### config.mk
export PLATFORM = sky130hd
export DESIGN_NAME = gray_decoder_rx
export DESIGN_NICKNAME = d
export VERILOG_FILES = /design/src/rtl/gray_rx_pkg.sv /design/src/rtl/gray2bin_comb.sv /design/src/rtl/gray_decoder_rx.sv
export SDC_FILE = /design/constraint.sdc
export NUM_CORES = 1
export LEC_CHECK = 0
export CORE_UTILIZATION = 25
export CTS_BUF_LIST = sky130_fd_sc_hd__clkbuf_4
export CTS_CLUSTER_SIZE = 16
export DETAILED_ROUTE_END_ITERATION = 10
export GPL_ROUTABILITY_DRIVEN = 0
export GPL_TIMING_DRIVEN = 0
export PLACE_DENSITY_LB_ADDON = 0.3
export SETUP_SLACK_MARGIN = 0.3
export SLEW_MARGIN = 20
export SYNTH_ARGS = -nofsm -noshare
export SYNTH_HDL_FRONTEND = slang
export SYNTH_SLANG_ARGS = --single-unit
### constraint.sdc
create_clock -name clk_rx -period 4.1 [get_ports clk_rx]
set_clock_uncertainty 0.2 [all_clocks]
set_input_delay 0.41 -clock clk_rx [delete_from_list [all_inputs] [get_ports clk_rx]]
set_output_delay 0.41 -clock clk_rx [all_outputs]
set_load 0.05 [all_outputs]
### src/rtl/gray_rx_pkg.sv
// Shared types and helpers for the Gray-code receive checker: FSM states,
// step classes and a per-bit Gray-to-binary helper.
package gray_rx_pkg;

    typedef enum logic {
        ST_UNLOCKED = 1'b0,
        ST_LOCKED   = 1'b1
    } gray_rx_state_t;

    localparam logic [1:0] STEP_HOLD = 2'd0;
    localparam logic [1:0] STEP_FWD  = 2'd1;
    localparam logic [1:0] STEP_BWD  = 2'd2;
    localparam logic [1:0] STEP_BAD  = 2'd3;

    localparam int ERR_CNT_W = 8;

    // Binary bit idx is the XOR of all Gray bits at or above idx; callers
    // zero-extend the Gray word so the bits above WIDTH contribute nothing.
    function automatic logic gray2bin(input logic [31:0] g, input int unsigned idx);
        return ^(g >> idx);
    endfunction

endpackage

### src/rtl/gray2bin_comb.sv
// Combinational Gray-to-binary decoder of configurable width.
module gray2bin_comb
    import gray_rx_pkg::*;
#(
    parameter int WIDTH = 4
) (
    input  logic [WIDTH-1:0] gray_i,
    output logic [WIDTH-1:0] bin_o
);

    for (genvar i = 0; i < WIDTH; i++) begin : g_bit
        assign bin_o[i] = gray2bin(32'(gray_i), i);
    end

endmodule

### src/rtl/gray_decoder_rx.sv
// Gray-count link receiver: decodes samples, classifies each step, tracks lock.
// Optional macro GRAY_BIDIR_EN accepts backward steps and adds the dir_down port.
module gray_decoder_rx
    import gray_rx_pkg::*;
#(
    parameter int WIDTH     = 4,
    parameter int LOCK_CNT  = 3,
    parameter int ERR_LIMIT = 2
) (
    input  logic                 clk_rx,
    input  logic                 rst_n,
    input  logic [WIDTH-1:0]     gray_in,
    input  logic                 gray_valid,
    output logic [WIDTH-1:0]     bin_out,
    output logic                 bin_valid,
    output logic                 step_ok,
    output logic                 step_err,
    output logic                 locked,
    output logic [ERR_CNT_W-1:0] err_cnt
`ifdef GRAY_BIDIR_EN
    ,
    output logic                 dir_down
`endif
);

    localparam int GOOD_W = $clog2(LOCK_CNT + 1);
    localparam int BAD_W  = $clog2(ERR_LIMIT + 1);
    localparam logic [GOOD_W-1:0] GOOD_MAX = GOOD_W'(LOCK_CNT);
    localparam logic [BAD_W-1:0]  BAD_MAX  = BAD_W'(ERR_LIMIT);
    localparam logic [WIDTH-1:0]  ONE      = WIDTH'(1);

    gray_rx_state_t       state_q, state_d;
    logic [WIDTH-1:0]     bin_q, bin_d;
    logic                 hist_q, hist_d;
    logic                 bin_valid_q, bin_valid_d;
    logic                 step_ok_q, step_ok_d;
    logic                 step_err_q, step_err_d;
    logic [GOOD_W-1:0]    good_q, good_d;
    logic [BAD_W-1:0]     bad_q, bad_d;
    logic [ERR_CNT_W-1:0] err_cnt_q, err_cnt_d;
`ifdef GRAY_BIDIR_EN
    logic                 dir_down_q, dir_down_d;
`endif

    logic [WIDTH-1:0] dec_bin;
    logic [1:0]       step_class;
    logic             is_ok, is_err, is_down;

    gray2bin_comb #(.WIDTH(WIDTH)) u_dec (
        .gray_i (gray_in),
        .bin_o  (dec_bin)
    );

    always_comb begin
        if (dec_bin == bin_q)
            step_class = STEP_HOLD;
        else if (dec_bin == bin_q + ONE)
            step_class = STEP_FWD;
        else if (dec_bin == bin_q - ONE)
            step_class = STEP_BWD;
        else
            step_class = STEP_BAD;
    end

    // Without history there is nothing to compare against, so no step pulse.
    always_comb begin
        is_ok   = 1'b0;
        is_err  = 1'b0;
        is_down = 1'b0;
        if (gray_valid && hist_q) begin
            case (step_class)
                STEP_HOLD: ;
                STEP_FWD:  is_ok = 1'b1;
`ifdef GRAY_BIDIR_EN
                STEP_BWD: begin
                    is_ok   = 1'b1;
                    is_down = 1'b1;
                end
`endif
                default:   is_err = 1'b1;
            endcase
        end
    end

    always_comb begin
        state_d     = state_q;
        bin_d       = bin_q;
        hist_d      = hist_q;
        bin_valid_d = 1'b0;
        step_ok_d   = 1'b0;
        step_err_d  = 1'b0;
        good_d      = good_q;
        bad_d       = bad_q;
        err_cnt_d   = err_cnt_q;
`ifdef GRAY_BIDIR_EN
        dir_down_d  = dir_down_q;
`endif
        if (gray_valid) begin
            bin_d       = dec_bin;
            bin_valid_d = 1'b1;
            hist_d      = 1'b1;
        end
        if (is_ok) begin
            step_ok_d = 1'b1;
`ifdef GRAY_BIDIR_EN
            dir_down_d = is_down;
`endif
            if (state_q == ST_UNLOCKED) begin
                if (good_q + GOOD_W'(1) == GOOD_MAX) begin
                    state_d = ST_LOCKED;
                    good_d  = '0;
                    bad_d   = '0;
                end else begin
                    good_d = good_q + GOOD_W'(1);
                end
            end else begin
                bad_d = '0;
            end
        end
        if (is_err) begin
            step_err_d = 1'b1;
            if (err_cnt_q != {ERR_CNT_W{1'b1}})
                err_cnt_d = err_cnt_q + ERR_CNT_W'(1);
            if (state_q == ST_UNLOCKED) begin
                good_d = '0;
            end else if (bad_q + BAD_W'(1) == BAD_MAX) begin
                state_d = ST_UNLOCKED;
                bad_d   = '0;
                good_d  = '0;
            end else begin
                bad_d = bad_q + BAD_W'(1);
            end
        end
    end

    always_ff @(posedge clk_rx or negedge rst_n) begin
        if (!rst_n) begin
            state_q     <= ST_UNLOCKED;
            bin_q       <= '0;
            hist_q      <= 1'b0;
            bin_valid_q <= 1'b0;
            step_ok_q   <= 1'b0;
            step_err_q  <= 1'b0;
            good_q      <= '0;
            bad_q       <= '0;
            err_cnt_q   <= '0;
`ifdef GRAY_BIDIR_EN
            dir_down_q  <= 1'b0;
`endif
        end else begin
            state_q     <= state_d;
            bin_q       <= bin_d;
            hist_q      <= hist_d;
            bin_valid_q <= bin_valid_d;
            step_ok_q   <= step_ok_d;
            step_err_q  <= step_err_d;
            good_q      <= good_d;
            bad_q       <= bad_d;
            err_cnt_q   <= err_cnt_d;
`ifdef GRAY_BIDIR_EN
            dir_down_q  <= dir_down_d;
`endif
        end
    end

    assign bin_out   = bin_q;
    assign bin_valid = bin_valid_q;
    assign step_ok   = step_ok_q;
    assign step_err  = step_err_q;
    assign locked    = (state_q == ST_LOCKED);
    assign err_cnt   = err_cnt_q;
`ifdef GRAY_BIDIR_EN
    assign dir_down  = dir_down_q;
`endif

endmodule
==> impl_metrics.csv, run 1 <==
group,metric,value,unit
cts,cts_max_path_buffers,2,
sta,max_slew_margin,64.66,%
critical_path,cp-start-kind,"input pin",
floorplanning,row_count,24,
critical_path,max_stage_delay,0.56,ns
global_routing,grt_max_degree,22,
global_routing,grt_util_met3,2.422,%
synthesis,ys_warn_count,0,
floorplanning,dieArea,0.005055,mm2
critical_path,worstSetupEndpointType,"register",
power,irDropWorstVdd,0.2828,mV
critical_path,crit_type,"in2reg",
sta,hold_viol,0,
power,total_power,0.0008111,W
sta,drv_slew,0,
cts,cts_tree,"done",
cts,cts_buffers,3,
sta,min_period,2.798,ns
cells_and_area,fin_util,33.61,%
cells_and_area,mostFrequentLayoutCells,"21 x dfrtp_1, 20 x clkdlybuf4s50_1, 8 x nand2_1",
critical_path,cp_max_fo,10,
critical_path,crit_chain,"clkdlybuf4s50_1 -> xor3_2 -> or3_4 -> a211oi_4 -> buf_6 -> a21oi_1 -> o21a_1",
floorplanning,core_region_area,0.004474,mm2
cts,cts_max_level,1,
global_routing,grt-ovfl-total,0,
cts,clk_pin_slew,0.12,ns
synthesis,ys_types,35,
cts,root_buffer,"clkbuf_4",
place,placed_area,0.001469,mm2
sta,finalCritPeriodShare,68.24,%
critical_path,cp.required,4.11,ns
synthesis,synth_fp_nets,124,
global_routing,met2_usage,17.52,%
global_routing,antenna_found_initial,0,
routing,vias_per_cell,4.885,
routing,drt-pass1-iter-count,6,
place,io_buffers,21,
routing,vias,938,
sta,worstMarginPinSlew,0.5228,ns
floorplanning,die_w,71.10,um
global_routing,grtUsageTotal,10.55,%
critical_path,crit_buf_inv,2,
hold_path,hold_class,"in2reg",
cells_and_area,fin_nets,151,
cells_and_area,layout-drive-gt1-share,16.43,%
synthesis,ys_seq_area_share,44.03,%
job,drv_cap,0,
global_routing,grt_use_met1,13.37,%
cells_and_area,antennaDiodeCount,0,
power,power_density,539.3,mW/mm2
global_routing,busiest_layer,"met2",
synthesis,synth_cells,114,
synthesis,syn_area,0.001194,mm2
power,power.leakage,0.6321,nW
sta,rsz0062_at_grt,"no",
sta,setup_viol_count_final,0,
routing,drt_iter0_drc,78,
floorplanning,fp.dieH,71.10,um
synthesis,syn_area_per_cell,10.47,um2
routing,drc,0,
cells_and_area,fin_area,0.001504,mm2
place,dp_hpwl,1761,um
sta,whs,0.2667,ns
cells_and_area,final_common_cell,"dfrtp_1",
cells_and_area,n_fill_cell,445,
floorplanning,initial_core_util,26.68,%
run_status,run_status,"completed",
sta,tns,0,ns
global_routing,first_global_vias,885,
global_routing,grt_pass1_wl,4174,um
critical_path,crit_slowest_cell,"clkdlybuf4s50_1",
routing,drt-wirelength-per-cell,12.36,um
critical_path,crit_arrival,2.80,ns
routing,antenna_left,0,
sta,clock.fmax,357.4,MHz
cts,insertion_delay,0.30,ns
cells_and_area,area_growth,26.00,%
routing,drt-total-wl,2373,um
synthesis,ys_seq_elements,21,
cts,cts_setup_buffers,0,
floorplanning,io_pins,23,
cts,cts_sinks,21,
critical_path,cp_top_family,"buffers and inverters",
==> cells by family after synthesis <==
family / after synthesis / synth area share, %
mux: 6 / 5.660
fa+ha+maj: 3 / 3.145
xor+xnor: 13 / 10.90
compound gates: 18 / 11.43
buf+inv: 10 / 3.984
flops: 21 / 44.02
simple gates: 43 / 20.86
==> per-layer routing <==
layer / share of wire (%) / routed length, um / vias up
met3: 3.0 / 72 / 2
li1: - / - / 455
met5: 0 / 0 / -
met1: 47 / 1127 / 461
met2: 48 / 1149 / 20
met4: 0.97 / 23 / 0
==> registers in the layout (all words and copies together), names as in the netlist <==
| register | count |
|---|---|
| err_cnt | 8 |
| bin_out | 4 |
| bad_q | 2 |
| good_q | 2 |
| bin_valid | 1 |
| hist_q | 1 |
| locked | 1 |
| step_err | 1 |
| step_ok | 1 |
==> layout make-up <==
type / count / area [um2] / area share [%]
Sequential cell: 21 / 525.5 / 34.94
Inverter: 5 / 18.77 / 1.248
Multi-Input combinational cell: 83 / 620.6 / 41.26
Clock buffer: 4 / 30.03 / 1.997
Tap cell: 52 / 65.06 / 4.326
Timing Repair Buffer: 22 / 215.2 / 14.31
Buffer: 5 / 28.78 / 1.913
==> worst paths after layout <==
| kind | start | to | depth (start not counted) | slack [ns] |
|---|---|---|---|---|
| min in group asynchronous | rst_n | hist_q$_DFFE_PN0P_ | 2 | 0.39 |
| max in group asynchronous | rst_n | bin_out[0]$_DFFE_PN0P_ | 2 | 2.99 |
| hold reg to reg | bad_q[1]$_DFF_PN0_ | bad_q[1]$_DFF_PN0_ | 1 | 0.30 |
| setup reg to reg | bin_out[0]$_DFFE_PN0P_ | bad_q[1]$_DFF_PN0_ | 7 | 1.67 |
| setup / recovery | gray_in[2] | bad_q[1]$_DFF_PN0_ | 7 | 1.30 |
| hold / removal | gray_in[3] | bin_out[3]$_DFFE_PN0P_ | 2 | 0.27 |
==> through the flow <==
step                instances  setup WS (ns)
floorplan                 114          1.515
global placement          187          1.033
detailed placement        187         0.9892
CTS                       191          1.323
global route              192          1.206
finish                    192          1.302
==> power breakdown <==
| group | internal [W] | leakage (nW) | switching [W] |
|---|---|---|---|
| logic | 0.000150 | 0.358 | 0.000237 |
| clock network | 0.0000445 | 0.0184 | 0.0000652 |
| registers | 0.000255 | 0.256 | 0.0000593 |
| total | 0.000450 | 0.632 | 0.000361 |
==> worst reg2reg max path, delay by kind of cell, from the launching register on <==
kind / cells / cell delay [ns]
buffers and inverters: 2 / 0.27
AOI/OAI and AO/OA: 3 / 0.69
DFF: 1 / 0.47
and+or+nand+nor: 1 / 0.40
adders and majority gates: 1 / 0.31
==> repair_timing <==
| action | CTS | global route |
|---|---|---|
| hold endpoints to repair | 0 | 21 |
| hold buffers | 0 | 1 |
| gates resized for setup | 0 | 0 |
==> synthesized netlist by cell type, drive strengths merged <==
| cell type | count | area share, % |
|---|---|---|
| dfrtp | 21 | 44 |
| nand2 | 8 | 2.5 |
| mux2 | 6 | 5.7 |
| nor4 | 6 | 3.1 |
| xnor2 | 6 | 4.4 |
| xor2 | 6 | 4.4 |
| inv | 5 | 1.6 |
| nand3 | 5 | 2.1 |
| nor2 | 5 | 1.6 |
| a21oi | 4 | 1.7 |
| a31oi | 3 | 1.6 |
| and2 | 3 | 1.6 |
| buf | 3 | 1.8 |
| ha | 3 | 3.1 |
| o21ai | 3 | 1.6 |
| or3 | 3 | 2.2 |
| a211o | 2 | 1.5 |
| and3 | 2 | 1.0 |
| clkbuf | 2 | 0.63 |
| nand2b | 2 | 1.0 |
| nand4 | 2 | 1.0 |
| nor3b | 2 | 1.3 |
| nor4b | 2 | 1.5 |
| or2 | 2 | 1.0 |
| a211oi | 1 | 1.7 |
| a2bb2oi | 1 | 0.73 |
| a41oi | 1 | 0.73 |
| and3b | 1 | 0.84 |
| o211ai | 1 | 0.63 |
| o21a | 1 | 0.63 |
| o311ai | 1 | 0.73 |
| xor3 | 1 | 2.1 |
Note: power is estimated with default switching activity, not from simulation.
==> run 2: changes to the inputs <==
==> constraint.sdc (replaced) <==
create_clock -name clk_rx -period 2.7 [get_ports clk_rx]
set_clock_uncertainty 0.2 [all_clocks]
set_input_delay 0.27 -clock clk_rx [delete_from_list [all_inputs] [get_ports clk_rx]]
set_output_delay 0.27 -clock clk_rx [all_outputs]
set_load 0.05 [all_outputs]
==> run 2 against run 1 <==
Against the previous run:
- non-clock buffer count increased by 3
- first-iteration DRC count decreased by 53%
- worst hold slack got worse by 0.13 ns
- largest cell class unchanged
- largest power group unchanged
- highest routed layer unchanged
==> impl_metrics.csv, run 2 (synthesized netlist as in run 1, its figures left out) <==
group,metric,value,unit
run_status,run_status,"completed",
floorplanning,dieArea,0.005055,mm2
sta,min_period,2.343,ns
cts,cts_sinks,21,
cells_and_area,fin_nets,154,
sta,rsz0062_at_grt,"yes",
routing,drt-wirelength-per-cell,12.57,um
global_routing,antenna_found_initial,0,
critical_path,cp.required,2.70,ns
critical_path,crit_type,"reg2reg",
cells_and_area,fin_util,34.65,%
floorplanning,die_w,71.10,um
place,dp_hpwl,1823,um
cells_and_area,area_growth,29.87,%
global_routing,first_global_vias,952,
routing,antenna_left,0,
power,swShare,44.06,%
floorplanning,fp.dieH,71.10,um
cells_and_area,final_common_cell,"clkdlybuf4s50_1",
cts,root_buffer,"clkbuf_4",
power,seqPwrFrac,38.2,%
cells_and_area,mostFrequentLayoutCells,"20 x clkdlybuf4s50_1, 19 x dfrtp_1, 8 x nand2_1",
cts,insertion_delay,0.30,ns
hold_path,hold_class,"in2reg",
global_routing,grt_pass1_wl,4305,um
sta,worstMarginPinSlew,0.9302,ns
power,irDropWorstVdd,0.6401,mV
critical_path,worstSetupEndpointType,"register",
place,placed_area,0.001471,mm2
power,power.internal,0.0006997,W
critical_path,crit_chain,"ha_1 -> xor2_1 -> xnor2_1 -> a211oi_4 -> buf_6 -> nor4b_2 -> mux2_2",
routing,drt-pass1-iter-count,6,
power,total_power,0.001251,W
critical_path,crit_slowest_cell,"dfrtp_2",
cells_and_area,antennaDiodeCount,0,
sta,max_slew_margin,37.79,%
sta,drv_slew,0,
floorplanning,core_region_area,0.004474,mm2
sta,clock.fmax,426.9,MHz
sta,tns,0,ns
routing,drt-total-wl,2452,um
global_routing,grt_max_degree,22,
routing,drc,0,
power,power_frac_comb,49.0,%
power,p_switching,0.0005510,W
cells_and_area,largest_reg_flops,8,
floorplanning,initial_core_util,26.68,%
cells_and_area,fin_area,0.001550,mm2
global_routing,grtUsageTotal,10.70,%
routing,vias,936,
cts,cts_max_path_buffers,2,
routing,drt_iter0_drc,37,
floorplanning,io_pins,23,
sta,layout_setup_ws,0.3574,ns
job,drv_cap,0,
sta,finalCritPeriodShare,86.76,%
power,p_clk_share,12.9,%
critical_path,crit_arrival,2.34,ns
critical_path,max_stage_delay,0.46,ns
floorplanning,row_count,24,
power,power.leakage,0.6585,nW
sta,setup_viol_count_final,0,
cts,cts_tree,"done",
power,power_density,806.8,mW/mm2
cts,clk_pin_slew,0.11,ns
critical_path,cp-start-kind,"register",
cts,cts_max_level,1,
critical_path,cp_max_fo,7,
global_routing,grt-ovfl-total,0,
place,pre_cts_slack,-0.2787,ns
routing,vias_per_cell,4.800,
cts,cts_buffers,3,
place,io_buffers,21,
cells_and_area,layout-drive-gt1-share,20.98,%
cells_and_area,register_area,528.0,um2
cells_and_area,multiInputGateArea,630.6,um2
cells_and_area,n_fill_cell,446,
sta,hold_viol,0,
==> run 2: changes by cell type in the layout (fill, tap and decap cells not counted), moves of 2 or more <==
cell,delta
buf_2,-2
dfrtp_2,+2
buf_4,+4
dfrtp_1,-2
==> run 2: routing by layer <==
layer / wire [um] / vias up / GRT usage [%]
met1: 1102 / 451 / 12.21
met5: 0 / - / 0
li1: - / 465 / -
met3: 89 / 2 / 3.134
met4: 23 / 0 / 3.333
met2: 1237 / 18 / 19.23
==> run 2: worst paths after layout <==
path	slack [ns]	startpoint	to	cells past startpoint
setup / recovery	0.36	bin_out[0]$_DFFE_PN0P_	err_cnt[1]$_DFFE_PN0P_	7
hold / removal	0.14	gray_in[3]	bin_out[3]$_DFFE_PN0P_	2
setup reg to reg	0.36	bin_out[0]$_DFFE_PN0P_	err_cnt[1]$_DFFE_PN0P_	7
hold reg to reg	0.29	bad_q[1]$_DFF_PN0_	bad_q[1]$_DFF_PN0_	1
max in group asynchronous	1.40	rst_n	bin_out[0]$_DFFE_PN0P_	1
min in group asynchronous	0.28	rst_n	step_err$_DFF_PN0_	1
==> run 2: metrics by stage <==
stage | instances | hold slack [ns]
2_1_floorplan | 114 | -0.2256
3_3_place_gp | 187 | 0.2596
3_5_place_dp | 187 | 0.2671
4_1_cts | 193 | 0.1151
5_1_grt | 195 | 0.1218
6_report | 195 | 0.1398
==> run 2: what timing repair did <==
item / in CTS / in global routing
endpoints found under the hold margin: 0 / 0
setup endpoints to repair: 14 / 12
buffers inserted: 2 / 2
hold buffers: 0 / 0
pin swaps: 2 / 1
resized for setup: 4 / 2
==> run 2: final cells by class <==
type,instances,share of cell area (%)
flip-flops and latches,21,34.06
clock buffers,4,1.937
multi-input cells,83,40.68
plain buffers,5,2.018
inverters,5,1.211
repair buffers,25,15.90
well taps,52,4.197
==> run 2: power groups by stage <==
stage                     logic, W  registers [W]  clock network, W
after CTS                 0.000610       0.000480          0.000172
final                     0.000613       0.000477          0.000161
after global placement    0.000586       0.000485                 0
after detailed placement  0.000594       0.000486                 0
after floorplan           0.000212       0.000677                 0
after global routing      0.000657       0.000493          0.000182
==> run 2: critical path: cells and delay by family (launching register included) <==
kind                       cells  cell delay [ns]
AOI/OAI and AO/OA              1             0.07
and+or+nand+nor                1             0.37
buffers and inverters          1             0.14
muxes                          1             0.38
adders and majority gates      1             0.21
DFF                            1             0.46
xor gates and xnor gates       2             0.41
